<file path="src/rtl/immediate_materializer.sv">
// immediate_materializer
//   Encodes a 32-bit constant into the shortest MIPS sequence that loads it
//   into register rt: a single ori, addiu or lui, or the pair lui + ori. When
//   rt is zero the sequence is a single nop. Requests arrive on a valid/ready
//   handshake. Instruction words leave one per beat on a second valid/ready
//   handshake.
//
// Parameters
//   USE_ADDIU   1: values that sign-extend from 16 bits use addiu
//   PAD_TO_TWO  1: single-word forms (except the rt==0 nop) get a trailing nop
//
// Ports
//   i_clk, i_rst_n              clock; asynchronous active-low reset
//   i_req_valid / o_req_ready   request handshake (i_value, i_rt)
//   o_instr_valid/i_instr_ready instruction handshake (o_instr, o_instr_last)
//   o_busy                      high whenever a sequence is in progress
module immediate_materializer #(
    parameter bit USE_ADDIU  = 1'b1,
    parameter bit PAD_TO_TWO = 1'b0
) (
    input  logic        i_clk,
    input  logic        i_rst_n,
    input  logic        i_req_valid,
    output logic        o_req_ready,
    input  logic [31:0] i_value,
    input  logic [4:0]  i_rt,
    output logic        o_instr_valid,
    input  logic        i_instr_ready,
    output logic [31:0] o_instr,
    output logic        o_instr_last,
    output logic        o_busy
);

    localparam logic [5:0] OP_ADDIU = 6'h09;
    localparam logic [5:0] OP_ORI   = 6'h0D;
    localparam logic [5:0] OP_LUI   = 6'h0F;

    typedef enum logic [1:0] {
        IDLE,
        EMIT1,
        EMIT2
    } state_t;

    state_t      state;
    logic [31:0] word2_q;

    // Encoding of the incoming request. Both words are computed up front and
    // latched on accept, so the request value and rt need not be kept.
    logic [31:0] enc_w1;
    logic [31:0] enc_w2;
    logic        enc_two;
    logic        enc_pair;

    always_comb begin
        enc_w1   = 32'h0;
        enc_w2   = 32'h0;
        enc_pair = 1'b0;
        if (i_rt == 5'd0) begin
            enc_w1 = 32'h0;
        end else if (i_value[31:16] == 16'h0) begin
            enc_w1 = {OP_ORI, 5'd0, i_rt, i_value[15:0]};
        end else if (USE_ADDIU && (&i_value[31:15])) begin
            enc_w1 = {OP_ADDIU, 5'd0, i_rt, i_value[15:0]};
        end else if (i_value[15:0] == 16'h0) begin
            enc_w1 = {OP_LUI, 5'd0, i_rt, i_value[31:16]};
        end else begin
            enc_w1   = {OP_LUI, 5'd0, i_rt, i_value[31:16]};
            enc_w2   = {OP_ORI, i_rt, i_rt, i_value[15:0]};
            enc_pair = 1'b1;
        end
        // The rt==0 nop is never padded; padding word for other forms is a nop.
        enc_two = enc_pair | (PAD_TO_TWO && (i_rt != 5'd0));
    end

    // While in EMIT1, o_instr_last already tells whether a second word follows.
    // NOTE: every register below uses <= so all state updates see the values
    // from before the clock edge, regardless of statement order.
    always_ff @(posedge i_clk or negedge i_rst_n) begin
        if (!i_rst_n) begin
            state         <= IDLE;
            o_req_ready   <= 1'b1;
            o_instr_valid <= 1'b0;
            o_instr       <= 32'h0;
            o_instr_last  <= 1'b0;
            o_busy        <= 1'b0;
            word2_q       <= 32'h0;
        end else begin
            case (state)
                IDLE: begin
                    if (i_req_valid && o_req_ready) begin
                        state         <= EMIT1;
                        o_req_ready   <= 1'b0;
                        o_busy        <= 1'b1;
                        o_instr_valid <= 1'b1;
                        o_instr       <= enc_w1;
                        o_instr_last  <= ~enc_two;
                        word2_q       <= enc_w2;
                    end
                end
                EMIT1: begin
                    if (i_instr_ready) begin
                        if (!o_instr_last) begin
                            state        <= EMIT2;
                            o_instr      <= word2_q;
                            o_instr_last <= 1'b1;
                        end else begin
                            state         <= IDLE;
                            o_req_ready   <= 1'b1;
                            o_busy        <= 1'b0;
                            o_instr_valid <= 1'b0;
                            o_instr       <= 32'h0;
                            o_instr_last  <= 1'b0;
                        end
                    end
                end
                EMIT2: begin
                    if (i_instr_ready) begin
                        state         <= IDLE;
                        o_req_ready   <= 1'b1;
                        o_busy        <= 1'b0;
                        o_instr_valid <= 1'b0;
                        o_instr       <= 32'h0;
                        o_instr_last  <= 1'b0;
                    end
                end
                default: begin
                    state         <= IDLE;
                    o_req_ready   <= 1'b1;
                    o_busy        <= 1'b0;
                    o_instr_valid <= 1'b0;
                    o_instr       <= 32'h0;
                    o_instr_last  <= 1'b0;
                end
            endcase
        end
    end

endmodule

</file>
<file path="config.mk">
export PLATFORM = sky130hd
export DESIGN_NAME = immediate_materializer
export DESIGN_NICKNAME = d
export VERILOG_FILES = /design/src/rtl/immediate_materializer.sv
export SDC_FILE = /design/constraint.sdc
export NUM_CORES = 1
export LEC_CHECK = 0
export CAP_MARGIN = 20
export CELL_PAD_IN_SITES_DETAIL_PLACEMENT = 1
export CELL_PAD_IN_SITES_GLOBAL_PLACEMENT = 2
export CORE_MARGIN = 4
export CORE_UTILIZATION = 29
export CTS_CLUSTER_DIAMETER = 50
export DETAILED_ROUTE_END_ITERATION = 8
export PLACE_DENSITY_LB_ADDON = 0.1
export SLEW_MARGIN = 20
export SYNTH_ARGS = -nofsm -noshare
export SYNTH_HDL_FRONTEND = slang
export SYNTH_SLANG_ARGS = --single-unit
</file>
<file path="constraint.sdc">
create_clock -name i_clk -period 2.21 [get_ports i_clk]
set_input_delay 0.442 -clock i_clk [delete_from_list [all_inputs] [get_ports i_clk]]
set_output_delay 0.442 -clock i_clk [all_outputs]
set_load 0.01 [all_outputs]
</file>
# [Word level (Yosys, flattened, before mapping)]
# Cells that the tools add are included.
# Widths: inputs -> output; s select.
[classes] addsub=0 n_mul=0 div_mod_pow=0 magnitude_cmp=0 eq_ne=6 shift=0 muxes=35 bitwise=1 n_reduce_logical=9
[ops] cell="$mux 32" n=6
[ops] cell="$pmux 32 s3" n=1
[ops] cell="$mux 30" n=3
[ops] cell="$mux 29" n=2
[ops] cell="$logic_not 16->1" n=2
[ops] cell="$reduce_and 17->1" n=1
[ops] cell="$mux 1" n=15
[ops] cell="$pmux 1 s3" n=3
[ops] cell="$mux 2" n=4
[ops] cell="$ne 2x2->1 const B" n=4
[ops] cell="$pmux 2 s3" n=1
[ops] cell="$logic_not 5->1" n=1
[ops] cell="$reduce_and 4->1" n=1
[ops] cell="$reduce_and 3->1" n=1
[ops] cell="$eq 2x1->1 const B" n=1
[ops] cell="$eq 2x2->1 const B" n=1
[ops] cell="$logic_not 2->1" n=1
[ops] cell="$reduce_and 2->1" n=1
[ops] cell="$logic_and 1x1->1" n=1
[ops] cell="$not 1->1" n=1
[totals] ff_bits=69 latch_bits=0 ram_bits=0 romBits=0 out_inout_bits=36 wordCells=57 memories=0

# [Logic depth before layout (Yosys ltp)]
[logic_depth] word_depth=8 depth_mapped=7 mapped_depth_nobuf=5

# [Worst setup path before layout]
# OpenSTA, ideal clock, no wires.
[synth_timing] kind="input to register" startpoint="in i_value[15]" endpoint="reg word2_q[15]" setup_ns=0.121 t_arrival_ns=1.721 required_time_ns=2.089 path_slack_ns=0.369 path_stages=6 n_path_buf=1 cell_sequence="nand4_1 or4_4 o211ai_4 nor3_4 buf_6 a22o_1"
[synth_between] elab_chain_len=5 elab_cells_between_ends=6 classes_between="4 x mux; 2 x reduce/logical"
[synth_lines] item="from (decl)" line="25" text="input logic [31:0] i_value,"
[synth_lines] item="$logic_not 16->1" line="64" text="end else if (i_value[15:0] == 16'h0) begin"
[synth_lines] item="$mux 30" line="64"
[synth_lines] item="$mux 30 *" line="62" text="end else if (USE_ADDIU && (&i_value[31:15])) begin"
[synth_lines] item="$mux 30 *" line="60" text="end else if (i_value[31:16] == 16'h0) begin"
[synth_lines] item="$mux 32 *" line="58" text="if (i_rt == 5'd0) begin"
[synth_lines] item="to (signal assigned)" line="97" text="word2_q <= enc_w2;"
[synth_lines] item="to (decl)" line="45" text="logic [31:0] word2_q;"
# Every way passes the cells marked *; elsewhere a longest branch is shown, timed or not.
# A chain may end at the register's enable or synchronous reset.

# [Worst setup path in the final report]
[layout_timing] startpoint="in i_value[23]" endpoint="reg word2_q[6]"
[layout_between] elab_chain_len=4 elab_cells_between_ends=5 classes_between="3 x mux; 2 x reduce/logical"
[layout_lines] item="$reduce_and 17->1" line="62"
[layout_lines] item="$mux 30" line="62"
[layout_lines] item="$mux 30 *" line="60"
[layout_lines] item="$mux 32 *" line="58"
# Marks and branches as above.

==> impl_metrics.ini <==
[grt]
grt_use_total_pct = 17.1
overflow = 0
first_global_vias = 2707
antenna_found_initial = 0
grt_pass1_wl_microns = 14800
grt_max_degree = 29

[power]
power_frac_clock_pct = 12.1
switchingPower_mw = 1.78
p_comb_share_pct = 50.4
total_power_mw = 4.65
p_sw_share_pct = 38.2
power.density_nw_per_um2 = 1180
p_int_mw = 2.87
max-vdd-ir-drop_mv = 0.469
leakagePower_nw = 1.89
seqPwrFrac_pct = 37.5

[logic_synthesis]
yosysTopAreaCell = dfrtp_1
synthTopCellsByCount = 55 x dfrtp_1, 35 x nand2_1, 23 x o21ai_0
synth_top_family_by_area = simple AND/OR/NAND/NOR gates
synth_seq_cells = 56
ys_seq_area_share_pct = 52.7
synthesis.instances = 263
synthFlopType = dfrtp_1
synth_most_common_cell = dfrtp_1
syn_area_sq_um = 2660
synth_top_area_share_pct = 51.7
synth_compound_area_share_pct = 18.5
netlist-cell-type-count = 42
synthSimpleGateAreaFrac_pct = 18.9
syn_avg_cell_area_sq_um = 10.1
synthTopCellsByArea = dfrtp_1 52%, mux2i_1 5.6%, nand2_1 4.9%, o21ai_0 4.3%, a21oi_1 3.9%
ys_warn_count = 0
synthMuxAreaShare_pct = 5.64
yosys.area_share.adder_pct = 0
synthXorXnorAreaFrac_pct = 0
synth_edf_count = 0
async_flop_share_pct = 100

[sta]
rsz0062_at_grt = false
min_period_ns = 2.17
final_hold_viol_count = 0
relSlewSlack_pct = 64.9
fin_tns_setup_ns = 0
setup_viol = 0
fin_crit_sh_pct = 98.1
finClkSkew_ns = 0.0107
maxSlewViolCount = 0
max_freq_ghz = 0.461
worst_pin_slew_ns = 0.526

[critical_path]
cp_max_fo = 5
critPathSlowestCell = or4_4
max_stage_delay_ns = 0.57
cp.arrival_ns = 2.37
cp_num_cells = 6
cp.required_ns = 2.41
path_buf_inv = 1
path_class = input pin to register
worstPathCellList = clkdlybuf4s50_1 -> nand4_1 -> or4_4 -> o211ai_4 -> nor3_4 -> a22o_2
start_kind = input pin
rr_worst_depth = 4
critPathCaptureType = register
critPathTopFamily = simple AND/OR/NAND/NOR gates

[route]
drt-initial-drc-count = 114
detail_route.wirelength_microns = 8950
vias = 2474
postRouteAntennaNets = 0
drcViolationCount = 0
drt-wirelength-per-cell_microns = 18.7
drtPass1Iterations = 4
via_per_inst = 5.18

[floorplan]
core_sq_um = 8850
start_util_pct = 30.1
dieArea_sq_um = 10800
die_y_microns = 104
ios = 77
rows = 34
die_w_microns = 104

[final_layout]
drive_gt1_share_pct = 17.8
area_growth_pct = 47.6
antennaDiodeCount = 0
fin_util_pct = 44.4
finalNetCount = 410

[placed_design]
dpl.hpwl_microns = 6310
port_buffers = 74
place_congestion = 0.768

[clock_tree]
clock-sinks = 56
clock_latency_ns = 0.31
cts_tree = built
cts_made_buffers = 5
cts_hold_buf = 0
clk_path_buf_depth = 2
h-tree-depth = 2
root_buffer = clkbuf_8
path_clk_slew_ns = 0.10

[hold_path]
hold_path.class = input pin to asynchronous set/reset pin

[run_status]
outcome = completed

[run]
drv_cap = 0
==> area by class of cell <==
type / instances / area, sq um
clock buffers: 7 / 76.3
multi-input cells: 189 / 1200
fillers: 1001 / 4920
inverters: 2 / 7.51
clock inverters: 1 / 5.00
well taps: 108 / 135
repair buffers: 115 / 1110
flip-flops and latches: 56 / 1400
==> stage by stage <==
step	setup slack [ns]	std cells	area, sq um	hold WS [ns]
after floorplan	0.369	264	2670	0.146
after global placement	-0.484	467	3770	0.449
after detailed placement	-0.520	467	3770	0.446
after CTS	-0.0259	476	3870	0.102
after global routing	0.00264	478	3930	0.124
final	0.0423	478	3930	0.0996
==> power groups by stage <==
stage	sequential [mW]	clock (mW)	combinational (mW)
after CTS	1.75	0.580	2.37
final	1.75	0.561	2.35
after detailed placement	1.77	0	2.34
after global routing	1.81	0.615	2.60
after global placement	1.76	0	2.30
after floorplan	1.83	0	1.06
==> sequential cells by signal, summed over array words and instances (netlist names) <==
register,flops
o_busy,1
o_instr,29
o_instr_last,1
o_req_ready,1
state,2
word2_q,22
==> worst paths after layout <==
kind | from | slack (ns) | end
worst min register to register | o_instr[22] | 0.47 | o_instr[22]
worst max-delay path | i_value[23] | 0.04 | word2_q[6]
min in group i_clk | o_instr[22] | 0.47 | o_instr[22]
worst min-delay path | i_rst_n | 0.1 | o_instr[25]
max in group asynchronous | i_rst_n | 1.42 | o_instr[8]
worst max register to register | o_req_ready | 0.29 | word2_q[6]
==> metal layers <==
| metal | vias to the layer above | track usage (%) | share of wire [%] |
|---|---|---|---|
| met1 | 1237 | 24.4 | 48 |
| met3 | 5 | 3.17 | 3.9 |
| met5 | - | 0 | 0 |
| met4 | 0 | 2.85 | 0.67 |
| li1 | 1174 | - | - |
| met2 | 58 | 27.3 | 47 |
==> layout by cell type, fill, tap and decap left out, types with 2 or more instances in the layout <==
cell / Yosys / layout
conb_1: 1 / 2
nor2b_1: 5 / 5
clkbuf_8: 0 / 5
buf_12: 0 / 4
clkdlybuf4s50_1: 0 / 65
a21oi_1: 21 / 21
nand4_1: 6 / 6
nand3_1: 10 / 10
o21ai_0: 23 / 23
dlymetal6s2s_1: 0 / 6
a22o_1: 9 / 9
o31ai_1: 4 / 4
inv_1: 2 / 2
a22o_2: 7 / 7
nor4_1: 9 / 8
nor3_4: 1 / 3
dfrtp_1: 55 / 55
mux2i_1: 15 / 15
nand2_1: 35 / 35
buf_4: 4 / 37
nor3_1: 2 / 2
dlygate4sd2_1: 0 / 2
and3_1: 14 / 14
nor2_1: 6 / 6
clkbuf_1: 8 / 2
==> cells by family (layout without fill, tap and decap cells) <==
kind of cell	after synthesis	after routing
AOI/OAI and AO/OA	74	74
buffers and inverters	21	125
DFF	56	56
muxes	15	15
other	1	2
and+or+nand+nor	96	98
==> repair_timing <==
item,4_1_cts,5_1_grt
pin swaps,4,7
gates cloned,2,0
gates resized for setup,3,9
endpoints found under the setup margin,32,39
buffers inserted,1,2
Power figures use the tool's default switching activity.
